$ cat config.mk
export PLATFORM = sky130hd
export DESIGN_NAME = twofour_capture_flat
export DESIGN_NICKNAME = d
export VERILOG_FILES = /design/src/rtl/twofour_capture_if.sv /design/src/rtl/twofour_capture.sv /design/src/flat_wrapper.sv
export SDC_FILE = /design/constraint.sdc
export NUM_CORES = 1
export LEC_CHECK = 0
export BUFFER_PORTS_ARGS = -buffer_cell sky130_fd_sc_hd__buf_2
export CORE_ASPECT_RATIO = 0.75
export CORE_UTILIZATION = 50
export CTS_CLUSTER_SIZE = 20
export DETAILED_ROUTE_END_ITERATION = 10
export PLACE_DENSITY = 0.7
export SKIP_LAST_GASP = 1
export SLEW_MARGIN = 20
export SYNTH_ARGS = -nofsm -noshare
export SYNTH_HDL_FRONTEND = slang
export SYNTH_SLANG_ARGS = --single-unit
export TNS_END_PERCENT = 10
$ cat constraint.sdc
create_clock -name clk -period 4.2 [get_ports clk]
set_input_delay 0.21 -clock clk [delete_from_list [all_inputs] [get_ports clk]]
set_output_delay 0.21 -clock clk [all_outputs]
set_load 0.1 [all_outputs]
$ cat src/rtl/twofour_capture_if.sv
// CPU-side read port of the input-capture FIFO: pop/clear strobes in, head entry and status out.
interface twofour_capture_if #(
    parameter int WIDTH = 24,
    parameter int DEPTH = 4
);
    localparam int LVL_W = $clog2(DEPTH) + 1;

    logic             rd_en;
    logic             clr_ovf;
    logic [WIDTH-1:0] rd_data;
    logic             empty;
    logic             full;
    logic [LVL_W-1:0] level;
    logic             overflow;

    modport master (
        output rd_en, clr_ovf,
        input  rd_data, empty, full, level, overflow
    );

    modport slave (
        input  rd_en, clr_ovf,
        output rd_data, empty, full, level, overflow
    );
endinterface

$ cat src/rtl/twofour_capture.sv
// Input capture: synchronizes cap_in, qualifies edges per edge_sel and timestamps
// each qualifying edge with the counter value into a first-word-fall-through FIFO.
module twofour_capture #(
    parameter int WIDTH       = 24,
    parameter int DEPTH       = 4,
    parameter int SYNC_STAGES = 2
) (
    input  logic               clk,
    input  logic               rst,
    input  logic [WIDTH-1:0]   count,
    input  logic               cap_in,
    input  logic [1:0]         edge_sel,
    twofour_capture_if.slave   bus
);
    localparam int PTR_W = $clog2(DEPTH);
    localparam int LVL_W = PTR_W + 1;
    localparam int ARM_W = $clog2(SYNC_STAGES + 2);
    localparam logic [ARM_W-1:0] ARM_DONE = ARM_W'(SYNC_STAGES + 1);
    localparam logic [LVL_W-1:0] LVL_FULL = LVL_W'(DEPTH);

    logic [SYNC_STAGES-1:0] sync_q;
    logic                   hist_q;
    logic [ARM_W-1:0]       arm_cnt;
    logic [WIDTH-1:0]       mem [DEPTH];
    logic [PTR_W-1:0]       wr_ptr;
    logic [PTR_W-1:0]       rd_ptr;
    logic [LVL_W-1:0]       level_q;
    logic                   empty_q;
    logic                   full_q;
    logic                   ovf_q;

    logic                   sync_out;
    logic                   rise;
    logic                   fall;
    logic                   capture;
    logic                   pop;
    logic                   push;
    logic                   drop;
    logic [LVL_W-1:0]       level_nxt;

    // A full FIFO still accepts a push when the head is popped on the same edge.
    always_comb begin
        sync_out  = sync_q[SYNC_STAGES-1];
        rise      = sync_out & ~hist_q;
        fall      = ~sync_out & hist_q;
        capture   = (arm_cnt == ARM_DONE) & ((edge_sel[0] & rise) | (edge_sel[1] & fall));
        pop       = bus.rd_en & ~empty_q;
        push      = capture & (~full_q | pop);
        drop      = capture & full_q & ~pop;
        level_nxt = level_q;
        if (push && !pop) begin
            level_nxt = level_q + LVL_W'(1);
        end else if (pop && !push) begin
            level_nxt = level_q - LVL_W'(1);
        end
    end

    always_ff @(posedge clk) begin
        if (rst) begin
            sync_q  <= '0;
            hist_q  <= 1'b0;
            arm_cnt <= '0;
            wr_ptr  <= '0;
            rd_ptr  <= '0;
            level_q <= '0;
            empty_q <= 1'b1;
            full_q  <= 1'b0;
            ovf_q   <= 1'b0;
        end else begin
            sync_q  <= {sync_q[SYNC_STAGES-2:0], cap_in};
            hist_q  <= sync_out;
            // Hold off detection until the synchronizer has flushed its reset value.
            if (arm_cnt != ARM_DONE) begin
                arm_cnt <= arm_cnt + ARM_W'(1);
            end
            if (push) begin
                wr_ptr <= wr_ptr + PTR_W'(1);
            end
            if (pop) begin
                rd_ptr <= rd_ptr + PTR_W'(1);
            end
            level_q <= level_nxt;
            empty_q <= (level_nxt == '0);
            full_q  <= (level_nxt == LVL_FULL);
            if (drop) begin
                ovf_q <= 1'b1;
            end else if (bus.clr_ovf) begin
                ovf_q <= 1'b0;
            end
        end
    end

    always_ff @(posedge clk) begin
        if (push) begin
            mem[wr_ptr] <= count;
        end
    end

    // Stale storage is masked whenever the FIFO is empty.
    assign bus.rd_data  = empty_q ? '0 : mem[rd_ptr];
    assign bus.empty    = empty_q;
    assign bus.full     = full_q;
    assign bus.level    = level_q;
    assign bus.overflow = ovf_q;
endmodule

$ cat src/flat_wrapper.sv
// flat-port wrapper written by rule: the top's interface ports become plain ports
module twofour_capture_flat 
#(
    parameter int WIDTH       = 24,
    parameter int DEPTH       = 4,
    parameter int SYNC_STAGES = 2
)
  (clk, rst, count, cap_in, edge_sel, bus_rd_en, bus_clr_ovf, bus_rd_data, bus_empty, bus_full, bus_level, bus_overflow);
  twofour_capture_if #(.WIDTH(WIDTH), .DEPTH(DEPTH)) bus_i ();
  input  logic clk;
  input  logic rst;
  input  logic [WIDTH-1:0] count;
  input  logic cap_in;
  input  logic [1:0] edge_sel;
  input wire logic [$bits(bus_i.rd_en)-1:0] bus_rd_en;
  input wire logic [$bits(bus_i.clr_ovf)-1:0] bus_clr_ovf;
  output wire logic [$bits(bus_i.rd_data)-1:0] bus_rd_data;
  output wire logic [$bits(bus_i.empty)-1:0] bus_empty;
  output wire logic [$bits(bus_i.full)-1:0] bus_full;
  output wire logic [$bits(bus_i.level)-1:0] bus_level;
  output wire logic [$bits(bus_i.overflow)-1:0] bus_overflow;
  assign bus_i.rd_en = bus_rd_en;
  assign bus_i.clr_ovf = bus_clr_ovf;
  assign bus_rd_data = bus_i.rd_data;
  assign bus_empty = bus_i.empty;
  assign bus_full = bus_i.full;
  assign bus_level = bus_i.level;
  assign bus_overflow = bus_i.overflow;
  twofour_capture #(.WIDTH(WIDTH), .DEPTH(DEPTH), .SYNC_STAGES(SYNC_STAGES)) u_core (.clk(clk), .rst(rst), .count(count), .cap_in(cap_in), .edge_sel(edge_sel), .bus(bus_i));
endmodule
==> impl_metrics.tcl <==
set metrics [dict create \
    synth.ff_latch_count 113 \
    timing_max_transition_violations_final 0 \
    synthesis.area_um2 4441 \
    setup_repair_after_global_routing_missed_its_margin "no" \
    cts_buffer_depth 2 \
    rows 29 \
    setup.worst_path.class "reg2out" \
    yosysWarningCount 0 \
    drt_first_iter_violations 105 \
    most_repeated_cell_in_the_gate_level_netlist_after_synthesis "edfxtp_1" \
    path_clk_slew_ns 0.05 \
    cts-htree-levels 4 \
    fp.dieArea_um2 9266 \
    ctsResizeCount 0 \
    drive_gt1_frac 0.3951 \
    die-height_um 83.62 \
    timing.critical_path.slowest_cell_delay_ns 0.91 \
    power_report.internal_total_mw 2.307 \
    tritoncts "yes" \
    power.total_mw 3.462 \
    met1_length_mm 3.660 \
    power_frac_clock 0.380 \
    syn_to_final_growth_pct 22.20 \
    worst_ep_arrival_time_ns 2.40 \
    final_util 0.6364 \
    cts_root_buf "clkbuf_16" \
    grt_max_degree 28 \
    postSynth.topFlopCell "edfxtp_1" \
    cp_num_buf_inv 1 \
    maxClockFrequency_mhz 383.7 \
    initial_antenna_violation_count 0 \
    cts_inserted_buffers 17 \
    yosys.cell_types.count 34 \
    timing.final.crit_period_ns 2.606 \
    start_kind "flop" \
    min_path_type "in2reg" \
    worst_slew_margin_rel 0.4044 \
    dr_total_vias 2221 \
    grt_pass1_vias 2291 \
    path_max_fanout 24 \
    yosysTopAreaCell "edfxtp_1" \
    critical_path.slowest_cell "dfxtp_2" \
    holdBufCountCts 0 \
    ir_drop_mv 0.4584 \
    power_frac_comb 0.245 \
    asyncSetResetFlopFracSynth 0 \
    ports_placed_on_the_boundary 61 \
    detailed_routing_iterations_pass_1 4 \
    synth.top_cell.area_share 0.6492 \
    global_routing_usage_summed_across_all_routing_layers 0.1829 \
    grt_first_pass_wirelength_mm 12.21 \
    switching_power_mw 1.155 \
    routed_wire_length_per_instance_um 17.65 \
    crit_path_max_delay_family "flip-flops" \
    global_route.overflow_total 0 \
    layout.cells.non_filler 432 \
    synth.top_cells.by_area "edfxtp_1 (65%), mux4_2 (12%), dfxtp_1 (7.7%), nor2b_1 (3.7%), ha_1 (2.0%)" \
    post_drt_via_cell_ratio 5.141 \
    postSynthCellCount 236 \
    floorplan.initialDensity 0.5208 \
    topRoutingLayerUsed "met4" \
    postPlaceCellArea_um2 4873 \
    report.final.setup_viol 0 \
    cts.repair_timing.setup_buffer_count 0 \
    finish.net_count 349 \
    finalWeightedCongestion 0.7960 \
    finalWorstSetupSlack_ns 1.594 \
    n_antenna_cell 0 \
    hold_viol 0 \
    clkSinkCount 113 \
    yosysSeqAreaShare 0.7258 \
    power_switching_share 0.3336 \
    drc_errors 0 \
    totalWireLength_mm 7.624 \
    final_design_area_no_fill_um2 5426 \
    placeableCoreArea_um2 8527 \
    timing.max_cap.violations 0 \
    ant_nets 0 \
    wl_met3_um 390 \
    reg2reg_setup_slack_ns 1.63 \
    setup.worst_path.end_class "output port" \
    die_width_um 110.8 \
    clk_latency_ns 0.39 \
    port_buffers 60 \
    worst_clock_skew_ns 0.007394 \
    power.sequential.fraction 0.376 \
    crit_chain "mux4_2 > nor2b_1 > buf_2" \
    setup_total_negative_slack_ns 0 \
    cp.required_ns 3.99 \
    worst_hold_slack_ns 0.03361 \
    p_leak_nw 1.952 \
    place.detailed.hpwl_mm 4.669 \
    syn-num-nets 274 \
    place.detailed.instances 400 \
    post_synth.cell_area_avg_um2 18.82 \
    run_status "finished, final reports clean" \
    synth_enable_flop_cells 96 \
    power-per-cell-area_nw_per_um2 637.9 \
    worst_slew_pin_slew_ns 0.8935 \
    wl_met2_mm 3.536 \
    most_frequent_cells_after_synthesis "edfxtp_1 (96), nor2b_1 (26), mux4_2 (24)" \
    dpl_worst_slack_ns 1.610 \
    period_share 0.6205 \
]
power by group through the flow:
stage                     Sequential (mW)  Combinational, mW  Clock, mW
after floorplan                      1.39              0.645          0
after global placement               1.32              0.846          0
after detailed placement             1.32              0.850          0
after CTS                            1.30              0.853       1.34
after global routing                 1.31              0.884       1.39
final                                1.30              0.847       1.31
path summary, 6_finish.rpt:
kind                startpoint                end  depth (start not counted)
min reg2reg   u_core.sync_q[0]   u_core.sync_q[1]                          1
min                     cap_in   u_core.sync_q[0]                          2
max reg2reg  u_core.arm_cnt[0]  u_core.mem[3][18]                          6
max                       flop     bus_rd_data[9]                          3
sequential cells by signal, indices dropped and copies added (netlist names), named ones only:
| name | flops |
|---|---|
| u_core.arm_cnt | 2 |
| u_core.bus.empty | 1 |
| u_core.bus.full | 1 |
| u_core.bus.level | 3 |
| u_core.bus.overflow | 1 |
| u_core.hist_q | 1 |
| u_core.mem | 96 |
| u_core.rd_ptr | 2 |
| u_core.sync_q | 2 |
| u_core.wr_ptr | 2 |
cell families after synthesis:
logic type,after synthesis,synth area share
mux,27,0.1296
compound gates,10,0.02057
buf+inv,16,0.01606
simple gates,58,0.07833
flops,113,0.7258
fa+ha+maj,7,0.01972
xor+xnor,5,0.009864
layer usage:
metal	vias to the layer above	GRT usage
li1	1060	-
met1	1094	0.2561
met2	63	0.2676
met3	4	0.06609
met4	0	0.06182
met5	-	0
area by class of cell:
cell class | instances | area (um2)
multi-input cells | 107 | 1146
fillers | 591 | 3100
repair buffers | 66 | 345.3
clock inverters | 13 | 120.1
well taps | 108 | 135.1
flip-flops and latches | 113 | 3224
clock buffers | 19 | 432.9
inverters | 6 | 22.52
cells in the final DEF, fill, tap and decap left out, drive strengths merged, types with 2 or more instances in the layout:
| cell | instances |
|---|---|
| nor2b | 27 |
| and4b | 2 |
| ha | 7 |
| xnor2 | 3 |
| buf | 66 |
| xor2 | 2 |
| nor3 | 2 |
| nor2 | 13 |
| a21oi | 2 |
| mux2i | 2 |
| nand2 | 4 |
| edfxtp | 96 |
| mux4 | 24 |
| inv | 6 |
| clkinvlp | 2 |
| dfxtp | 17 |
| o21ai | 2 |
| and2b | 3 |
| and2 | 4 |
| clkinv | 9 |
| clkbuf | 19 |
| bufinv | 2 |
(Power assumes the default switching activity.)
